--- src/rtl/clk_wiz_pkg.sv ---
// clk_wiz_seq shared types and defaults.
// State encoding, timing defaults, timer sizing.
package clk_wiz_pkg;

    typedef enum logic [2:0] {
        PWRDN     = 3'd0,
        RESET     = 3'd1,
        WAIT_LOCK = 3'd2,
        SETTLE    = 3'd3,
        RUN       = 3'd4,
        FAIL      = 3'd5
    } state_t;

    localparam int unsigned DEF_RST_PULSE_CYC    = 16;
    localparam int unsigned DEF_LOCK_TIMEOUT_CYC = 65536;
    localparam int unsigned DEF_SETTLE_CYC       = 1024;
    localparam int unsigned DEF_MAX_RETRIES      = 3;

    // Bits needed to hold the longest interval count.
    function automatic int unsigned tmr_width(
        input int unsigned a,
        input int unsigned b,
        input int unsigned c
    );
        int unsigned m;
        m = a;
        if (b > m) m = b;
        if (c > m) m = c;
        return $clog2(m + 1);
    endfunction

endpackage

--- src/rtl/sync_2ff.sv ---
// Two-flop synchroniser for slow asynchronous status.
// Width and reset value are parameters.
module sync_2ff #(
    parameter int unsigned    W       = 1,
    parameter logic [W-1:0]   RST_VAL = '0
) (
    input  logic         clk,
    input  logic         reset_n,
    input  logic [W-1:0] d,
    output logic [W-1:0] q
);

    (* ASYNC_REG = "TRUE" *) logic [W-1:0] s1;
    (* ASYNC_REG = "TRUE" *) logic [W-1:0] s2;

    // Metastability chain.
    always_ff @(posedge clk or negedge reset_n) begin
        if (!reset_n) begin
            s1 <= RST_VAL;
            s2 <= RST_VAL;
        end else begin
            s1 <= d;
            s2 <= s1;
        end
    end

    assign q = s2;

endmodule

--- src/rtl/clk_wiz_seq.sv ---
// Power-up / recovery sequencer for the clk_wiz_0 network.
// Runs on the free-running board clock.
module clk_wiz_seq
    import clk_wiz_pkg::*;
#(
    parameter int unsigned RST_PULSE_CYC    = DEF_RST_PULSE_CYC,
    parameter int unsigned LOCK_TIMEOUT_CYC = DEF_LOCK_TIMEOUT_CYC,
    parameter int unsigned SETTLE_CYC       = DEF_SETTLE_CYC,
    parameter int unsigned MAX_RETRIES      = DEF_MAX_RETRIES,
    parameter int unsigned TMR_W            =
        tmr_width(RST_PULSE_CYC, LOCK_TIMEOUT_CYC, SETTLE_CYC)
) (
    input  logic       clk,
    input  logic       reset_n,
    input  logic       locked,
    input  logic       input_clk_stopped,
    input  logic       pd_req,
    input  logic       restart_req,
    output logic       mmcm_reset,
    output logic       mmcm_power_down,
    output logic       rst_out,
    output logic       ready,
    output logic       fail,
    output logic [3:0] retry_cnt,
    output logic [7:0] lock_loss_cnt,
    output logic [2:0] state
);

    localparam logic [TMR_W-1:0] RST_LAST  = TMR_W'(RST_PULSE_CYC - 1);
    localparam logic [TMR_W-1:0] LOCK_LAST = TMR_W'(LOCK_TIMEOUT_CYC - 1);
    localparam logic [TMR_W-1:0] SET_LAST  = TMR_W'(SETTLE_CYC - 1);
    localparam logic [3:0]       RETRY_MAX = 4'(MAX_RETRIES);

    logic [1:0]       sync_q;
    logic             locked_s;
    logic             stop_s;

    state_t           state_q;
    state_t           state_d;
    logic [TMR_W-1:0] tmr_q;
    logic [TMR_W-1:0] tmr_d;
    logic [3:0]       retry_d;
    logic [7:0]       loss_d;

    logic             mr_d;
    logic             pd_d;
    logic             ro_d;
    logic             rdy_d;
    logic             fail_d;

    sync_2ff #(
        .W       (2),
        .RST_VAL (2'b00)
    ) u_sync (
        .clk     (clk),
        .reset_n (reset_n),
        .d       ({input_clk_stopped, locked}),
        .q       (sync_q)
    );

    assign locked_s = sync_q[0];
    assign stop_s   = sync_q[1];
    assign state    = state_q;

    // Next state, timer and counters; pd_req beats restart_req.
    always_comb begin
        state_d = state_q;
        tmr_d   = tmr_q;
        retry_d = retry_cnt;
        loss_d  = lock_loss_cnt;
        if (pd_req) begin
            state_d = PWRDN;
        end else if (restart_req && state_q != PWRDN) begin
            state_d = RESET;
            tmr_d   = '0;
            retry_d = '0;
        end else begin
            case (state_q)
                PWRDN: begin
                    state_d = RESET;
                    retry_d = '0;
                end
                RESET: begin
                    if (tmr_q == RST_LAST) state_d = WAIT_LOCK;
                    else tmr_d = tmr_q + 1'b1;
                end
                WAIT_LOCK: begin
                    if (locked_s) begin
                        state_d = SETTLE;
                    end else if (tmr_q == LOCK_LAST) begin
                        if (retry_cnt == RETRY_MAX) begin
                            state_d = FAIL;
                        end else begin
                            state_d = RESET;
                            retry_d = retry_cnt + 4'd1;
                        end
                    end else begin
                        tmr_d = tmr_q + 1'b1;
                    end
                end
                SETTLE: begin
                    if (!locked_s) begin
                        if (retry_cnt == RETRY_MAX) begin
                            state_d = FAIL;
                        end else begin
                            state_d = RESET;
                            retry_d = retry_cnt + 4'd1;
                        end
                    end else if (tmr_q == SET_LAST) begin
                        state_d = RUN;
                        retry_d = '0;
                    end else begin
                        tmr_d = tmr_q + 1'b1;
                    end
                end
                RUN: begin
                    if (!locked_s || stop_s) begin
                        state_d = RESET;
                        if (lock_loss_cnt != 8'hFF)
                            loss_d = lock_loss_cnt + 8'd1;
                    end
                end
                FAIL: begin
                    state_d = FAIL;
                end
                default: begin
                    state_d = RESET;
                end
            endcase
        end
        if (state_d != state_q) tmr_d = '0;
    end

    // Output decode from the next state so outputs move with the state.
    always_comb begin
        mr_d   = 1'b1;
        pd_d   = 1'b0;
        ro_d   = 1'b1;
        rdy_d  = 1'b0;
        fail_d = 1'b0;
        unique case (1'b1)
            (state_d == PWRDN): pd_d = 1'b1;
            (state_d == WAIT_LOCK),
            (state_d == SETTLE): mr_d = 1'b0;
            (state_d == RUN): begin
                mr_d  = 1'b0;
                ro_d  = 1'b0;
                rdy_d = 1'b1;
            end
            (state_d == FAIL): fail_d = 1'b1;
            default: ;
        endcase
    end

    // State, timer, counters and registered outputs.
    always_ff @(posedge clk or negedge reset_n) begin
        if (!reset_n) begin
            state_q         <= RESET;
            tmr_q           <= '0;
            retry_cnt       <= '0;
            lock_loss_cnt   <= '0;
            mmcm_reset      <= 1'b1;
            mmcm_power_down <= 1'b0;
            rst_out         <= 1'b1;
            ready           <= 1'b0;
            fail            <= 1'b0;
        end else begin
            state_q         <= state_d;
            tmr_q           <= tmr_d;
            retry_cnt       <= retry_d;
            lock_loss_cnt   <= loss_d;
            mmcm_reset      <= mr_d;
            mmcm_power_down <= pd_d;
            rst_out         <= ro_d;
            ready           <= rdy_d;
            fail            <= fail_d;
        end
    end

endmodule

--- config.mk ---
export PLATFORM = sky130hd
export DESIGN_NAME = clk_wiz_seq
export DESIGN_NICKNAME = d
export VERILOG_FILES = /design/src/rtl/clk_wiz_pkg.sv /design/src/rtl/sync_2ff.sv /design/src/rtl/clk_wiz_seq.sv
export SDC_FILE = /design/constraint.sdc
export NUM_CORES = 1
export LEC_CHECK = 0
export BUFFER_PORTS_ARGS = -buffer_cell sky130_fd_sc_hd__clkbuf_2
export CAP_MARGIN = 0
export CORE_ASPECT_RATIO = 2
export CORE_MARGIN = 10
export CORE_UTILIZATION = 63
export CTS_CLUSTER_DIAMETER = 60
export CTS_CLUSTER_SIZE = 10
export DETAILED_ROUTE_END_ITERATION = 8
export HOLD_SLACK_MARGIN = 0.08
export PLACE_DENSITY = 0.85
export SLEW_MARGIN = 20
export SYNTH_ARGS = -nofsm -noshare
export SYNTH_HDL_FRONTEND = slang
export SYNTH_HIERARCHICAL = 1
export SYNTH_SLANG_ARGS = --single-unit
export TNS_END_PERCENT = 1
--- constraint.sdc ---
create_clock -name clk -period 7.8 [get_ports clk]
set_clock_uncertainty 0.1 [all_clocks]
set_input_delay 0.78 -clock clk [delete_from_list [all_inputs] [get_ports clk]]
set_output_delay 0.78 -clock clk [all_outputs]
set_load 0.01 [all_outputs]
==> results of run 1 <==
## sequential cells by signal, summed over array words and instances, names as in the netlist
register / cells
mmcm_power_down: 1
state: 3
u_sync/q: 2
u_sync/s1: 2
rst_out: 1
retry_cnt: 4
ready: 1
fail: 1
mmcm_reset: 1
tmr_q: 17
lock_loss_cnt: 8
## Yosys cell counts, types with 2 or more instances
cell	n
dfrtp_1	38
nor2_1	25
nand2_1	17
nand3_1	16
a21oi_1	13
o21ai_0	11
xnor2_1	10
and3_1	9
nand4_1	9
nor3_1	7
a31oi_1	5
inv_1	5
nor2b_1	5
buf_2	4
clkbuf_1	4
ha_1	4
nand2b_1	4
xor2_1	4
and4_1	3
dfstp_2	3
nand3b_1	3
nor3b_1	3
o211ai_1	3
o21bai_1	3
o31ai_1	3
or3_1	3
a211oi_1	2
a21o_1	2
and2_1	2
and3b_1	2
buf_6	2
mux2_2	2
nor4_1	2
o21ai_1	2
or4_1	2
## metrics by stage
step | util | std cells | instance area, um2 | setup WS (ps) | hold WS (ps)
final | 0.703 | 332 | 2670 | 4650 | 264
after floorplan | - | 259 | 2440 | 4900 | 231
after global routing | 0.703 | 332 | 2670 | 4480 | 279
after global placement | 0.674 | 324 | 2560 | 4810 | 233
after CTS | 0.703 | 332 | 2670 | 4700 | 267
after detailed placement | 0.674 | 324 | 2560 | 4720 | 250
## final cells by class
cell class	instances	area, um2
timing repair buffer	25	125
clock buffer	6	72.6
inverter	5	18.8
multi-input combinational	202	1330
clock inverter	2	35.0
sequential	41	1030
tap	51	63.8
fill	308	1130
## routing by layer
metal	vias to the layer above	track usage
li1	997	-
met1	974	0.173
met2	90	0.316
met3	27	0.0342
met4	0	0.113
met5	-	0
## worst paths after layout
path	start	to	slack (ps)	cells past startpoint
min	u_sync/s1[0]$_DFF_PN0_	u_sync/q[0]$_DFF_PN0_	260	0
max in group asynchronous	reset_n	tmr_q[5]$_DFFE_PN0P_	6450	1
max reg2reg	tmr_q[8]$_DFFE_PN0P_	tmr_q[5]$_DFFE_PN0P_	4650	11
min in group asynchronous	reset_n	u_sync/q[0]$_DFF_PN0_	530	1
max	tmr_q[8]$_DFFE_PN0P_	tmr_q[5]$_DFFE_PN0P_	4650	11
min reg2reg	u_sync/s1[0]$_DFF_PN0_	u_sync/q[0]$_DFF_PN0_	260	0
## worst reg2reg max path, cell delays in order (launching register included)
cell and delay [ps]:
dfrtp_1 510, and4_1 280, and2_1 180, and3_1 190, and3_1 160, ha_1 220, nor3b_1 200, o21bai_1 160
a21oi_4 270, o21ai_2 140, or4_4 500, a21oi_2 150
## power groups by stage
stage	clock [uW]	sequential, uW	combinational (uW)
floorplan	0	221	22.6
global placement	0	223	29.7
detailed placement	0	223	30.1
CTS	170	219	30.2
global route	179	220	33.5
finish	165	219	30.4
## cell families after synthesis
family / count (synthesis) / share of synthesized area
AOI/OAI and AO/OA: 60 / 0.176
adders and majority gates: 4 / 0.0205
buffers and inverters: 16 / 0.0343
DFF: 41 / 0.422
muxes: 2 / 0.00923
and+or+nand+nor: 122 / 0.288
xor gates and xnor gates: 14 / 0.0502
==> results.json, run 1 <==
{
  "outcome": "complete, no violations",
  "cap_violations": 0,
  "drt_iter0_drc": 131,
  "die_area_mm2": 0.00692,
  "synth_enable_flop_cells": 0,
  "synth_top_area_frac": 0.390,
  "finalSetupViolCount": 0,
  "p_int_uw": 319,
  "final-hold-violation-count": 0,
  "comb_power_share": 0.073,
  "fmax_mhz": 318,
  "cts_resized": 0,
  "die_h_um": 108,
  "gp_congestion": 0.990,
  "num_vias": 2088,
  "arrival_ps": 3260,
  "power_frac_seq": 0.528,
  "worst_slew_pin_slew_ps": 988,
  "avgViaCountPerCell": 6.29,
  "grt_setup_unrepaired": "false",
  "wl_met2_mm": 3.08,
  "grt_pass1_wl_mm": 9.75,
  "antenna_cells": 0,
  "relSlewSlack": 0.341,
  "port_buffers": 25,
  "synthCells": 259,
  "remaining_drc_errors": 0,
  "seq_area_frac_synth": 0.422,
  "critical-path-top-delay-family": "simple AND/OR/NAND/NOR gates",
  "startpoint_type": "flip-flop",
  "avgSynthCellArea_um2": 9.43,
  "fp.dieW_um": 64.0,
  "io-pin-count": 26,
  "cp-end-kind": "flip-flop",
  "core.rowCount": 32,
  "critical_path_peak_fanout": 12,
  "ys_async_sr_fraction": 1.00,
  "ys.flop_type": "dfrtp_1",
  "critical_path_class": "flip-flop to flip-flop",
  "topRoutingLayerUsed": "met4",
  "cts-htree-levels": 2,
  "grt_pass1_vias": 2014,
  "coreArea_mm2": 0.00380,
  "clkPwrFrac": 0.399,
  "drive_gt1_frac": 0.189,
  "clock_latency_ps": 300,
  "ys_ff_latch": 41,
  "cts_buffers": 5,
  "fin_crit_ps": 3150,
  "ys_warn_count": 6,
  "syn_to_final_growth_pct": 9.48,
  "met3_length_um": 304,
  "drtPass1Iterations": 4,
  "final_cell_mix": "dfrtp_1 (38), nor2_1 (25), clkbuf_2 (25), nand2_1 (17), nand3_1 (16)",
  "ir_drop_v": 0.000149,
  "slew_violations": 0,
  "power_uw": 415,
  "synth_largest_area_cell": "dfrtp_1",
  "clk_pin_slew_worst_paths_ps": 80,
  "critPathMaxStageDelay_ps": 510,
  "grt_start_max_net_pins": 42,
  "ctsHoldBuffers": 0,
  "powerDensity_mw_per_mm2": 155,
  "wire_per_inst_um": 17.3,
  "start_util": 0.642,
  "syn-cell-area_mm2": 0.00244,
  "globalRoute.totalOverflow": 0,
  "cp_common_cell": "and3_1",
  "post_cts_buffers": 0,
  "power_switching_uw": 95.6,
  "cp_slowest_cell": "dfrtp_1",
  "path_cells": "and4_1, and2_1, and3_1, and3_1, ha_1, nor3b_1, o21bai_1, a21oi_4, o21ai_2, or4_4, a21oi_2",
  "critPathBufInv": 0,
  "wl_met1_mm": 2.04,
  "syn-num-nets": 269,
  "wirelength_mm": 5.74,
  "dpl.hpwl_mm": 4.38,
  "antenna_left": 0,
  "p_leak_uw": 0.00114,
  "ys_top_cells_by_area": "dfrtp_1 (39%), nor2_1 (3.8%), xnor2_1 (3.6%), nand3_1 (3.3%), dfstp_2 (3.2%)",
  "cts.sinks": 41,
  "finalSetupTns_ps": 0,
  "hp-class": "flip-flop to flip-flop",
  "antenna_found_initial": 0,
  "finalCritPeriodShare": 0.404,
  "cts_buffer_depth": 2,
  "layout_commonest_cell": "dfrtp_1",
  "crit_required_ps": 7910,
  "cts_tree": "yes",
  "grt.total_usage": 0.174,
  "nNetsFinal": 290,
  "switching_share": 0.230,
  "synth_cell_types": 62,
  "root_buffer": "clkbuf_8"
}
No activity file was read; power rests on OpenSTA's default activity.
==> run 2: changes to the inputs <==
- CORE_UTILIZATION: 63 -> 53
- PLACE_DENSITY: 0.85 -> 0.76
- clock period: 7.8 -> 2.55 ns (I/O delays scaled with it)
==> run 2 against run 1 <==
Against the previous run: the flow now finishes with violations (setup timing); worst hold slack got worse by 140 ps; via count up 10%; combinational power grew to 4.4 times the previous value; power rose to 3.0 times the previous value; fmax increased by 22%; die area is 14% higher; register-to-register slack got worse by 4700 ps; cell count is 12% higher; core utilization fell by 1.8 points; global-route usage down 0.17 points; final area up 13%; flip-flop and latch count did not move; largest power group unchanged.
==> results.json, run 2 (synthesis gave the netlist of run 1 again) <==
{
  "wire_per_inst_um": 17.6,
  "critPathMaxStageDelay_ps": 380,
  "finalSetupTns_ps": -42.3,
  "finalCritPeriodShare": 1.01,
  "grt.total_usage": 0.172,
  "arrival_ps": 2700,
  "p_leak_uw": 0.00132,
  "largest_reg_flops": 17,
  "hp-class": "input pin to flip-flop",
  "rr_worst_depth": 11,
  "timing.hold.ws_ps": 126,
  "grt_pass1_vias": 2355,
  "root_buffer": "clkbuf_8",
  "port_buffers": 25,
  "fin_crit_ps": 2570,
  "setup_ws_ps": -22.1,
  "cts_buffer_depth": 2,
  "r2r_slack_ps": -20,
  "cts.sinks": 41,
  "core.rowCount": 34,
  "coreArea_mm2": 0.00442,
  "antenna_cells": 0,
  "fp.dieW_um": 68.0,
  "grt_start_max_net_pins": 42,
  "critical-path-top-delay-family": "simple AND/OR/NAND/NOR gates",
  "post-place-ws_ps": -196,
  "worst_slew_pin_slew_ps": 516,
  "dpl.hpwl_mm": 4.87,
  "relSlewSlack": 0.656,
  "num_vias": 2303,
  "final-hold-violation-count": 0,
  "antenna_found_initial": 0,
  "ir_drop_v": 0.000394,
  "reg2reg_from": "tmr_q[8]$_DFFE_PN0P_",
  "critical_path_peak_fanout": 10,
  "drt_iter0_drc": 219,
  "fin_area_mm2": 0.00303,
  "cp_slowest_cell": "dfrtp_1",
  "start_util": 0.552,
  "drive_gt1_frac": 0.309,
  "wirelength_mm": 6.54,
  "min_to": "mmcm_power_down$_DFF_PN0_",
  "place_area_mm2": 0.00284,
  "avgViaCountPerCell": 6.21,
  "cts_buffers": 5,
  "nNetsFinal": 326,
  "drtPass1Iterations": 5,
  "final_cell_mix": "dfrtp_1 (38), buf_4 (32), clkbuf_2 (25), nor2_1 (24)",
  "finalSetupViolCount": 5,
  "clk_pin_slew_worst_paths_ps": 80,
  "hold_start": "pd_req",
  "outcome": "complete, but fails checks",
  "cts_tree": "yes",
  "crit_required_ps": 2670,
  "die_h_um": 116,
  "slew_violations": 0,
  "antenna_left": 0,
  "globalRoute.totalOverflow": 0,
  "syn_to_final_growth_pct": 24.0,
  "grt_pass1_wl_mm": 10.6,
  "io-pin-count": 26,
  "hold_depth": 1,
  "critPathBufInv": 0,
  "r2r-end": "tmr_q[7]$_DFFE_PN0P_",
  "powerDensity_mw_per_mm2": 414,
  "grt_setup_unrepaired": "true",
  "violations": "setup timing",
  "nFillCells": 358,
  "clock_latency_ps": 300,
  "top_regs": "tmr_q x17, lock_loss_cnt x8, retry_cnt x4",
  "remaining_drc_errors": 0,
  "critical_path_class": "flip-flop to flip-flop",
  "cts-htree-levels": 2,
  "path_cells": "and4_1, and2_4, and3_4, and3_4, ha_4, nor2_1, nor3_1, o31a_1, a21oi_1, nand3_4, a21oi_1",
  "die_area_mm2": 0.00789,
  "cp-end-kind": "flip-flop",
  "cap_violations": 0,
  "startpoint_type": "flip-flop",
  "fmax_mhz": 389,
  "top_register": "tmr_q",
  "layout_commonest_cell": "dfrtp_1",
  "gp_congestion": 0.941
}
[run 2: report_power, final]
part | switching [uW] | total, uW | internal (uW)
combinational | 82.6 | 133 | 50.8
clock | 238 | 457 | 219
sequential | 5.75 | 664 | 658
total | 326 | 1250 | 928
[run 2: metal layers]
metal,vias to the layer above,part of all wire,wire length (um),track usage
li1,1064,-,-,-
met1,1101,0.36,2320,0.172
met2,106,0.55,3590,0.312
met3,32,0.048,313,0.0290
met4,0,0.048,312,0.105
met5,-,0,0,0
[run 2: final cells by class]
cell class | count | area [um2] | share of cell area
Multi-Input combinational cell | 202 | 1410 | 0.465
Sequential cell | 41 | 1030 | 0.340
Timing Repair Buffer | 61 | 407 | 0.134
Clock buffer | 6 | 82.6 | 0.0273
Tap cell | 54 | 67.6 | 0.0223
Inverter | 5 | 18.8 | 0.00620
Clock inverter | 2 | 13.8 | 0.00455
[run 2: stage by stage]
stage,util,total power [uW],instances
finish,0.684,1250,371
global route,0.684,1310,371
CTS,0.676,1250,371
detailed placement,0.643,797,358
global placement,0.643,795,358
floorplan,-,747,259
[run 2: worst reg2reg max path, stage by stage, from the launching register on]
cell and delay (ps):
dfrtp_1 380, and4_1 210, and2_4 160, and3_4 170, and3_4 150, ha_4 160, nor2_1 100, nor3_1 90
o31a_1 240, a21oi_1 300, nand3_4 230, a21oi_1 200
[run 2: what timing repair did]
item / 4_1_cts / 5_1_grt
buffers inserted: 2 / 0
hold buffers: 3 / 0
hold endpoints to repair: 40 / 0
setup endpoints to repair: 12 / 23
resized for setup: 2 / 7
pin swaps: 9 / 0
cloned: 0 / 0
[run 2: worst max path at each step]
stage / cells past startpoint / end / from
finish: 11 / tmr_q[7]$_DFFE_PN0P_ / tmr_q[8]$_DFFE_PN0P_
global route: 11 / tmr_q[8]$_DFFE_PN0P_ / tmr_q[9]$_DFFE_PN0P_
CTS: 11 / tmr_q[5]$_DFFE_PN0P_ / tmr_q[8]$_DFFE_PN0P_
detailed placement: 12 / tmr_q[7]$_DFFE_PN0P_ / tmr_q[11]$_DFFE_PN0P_
global placement: 12 / tmr_q[7]$_DFFE_PN0P_ / tmr_q[11]$_DFFE_PN0P_
floorplan: 12 / tmr_q[5]$_DFFE_PN0P_ / tmr_q[8]$_DFFE_PN0P_
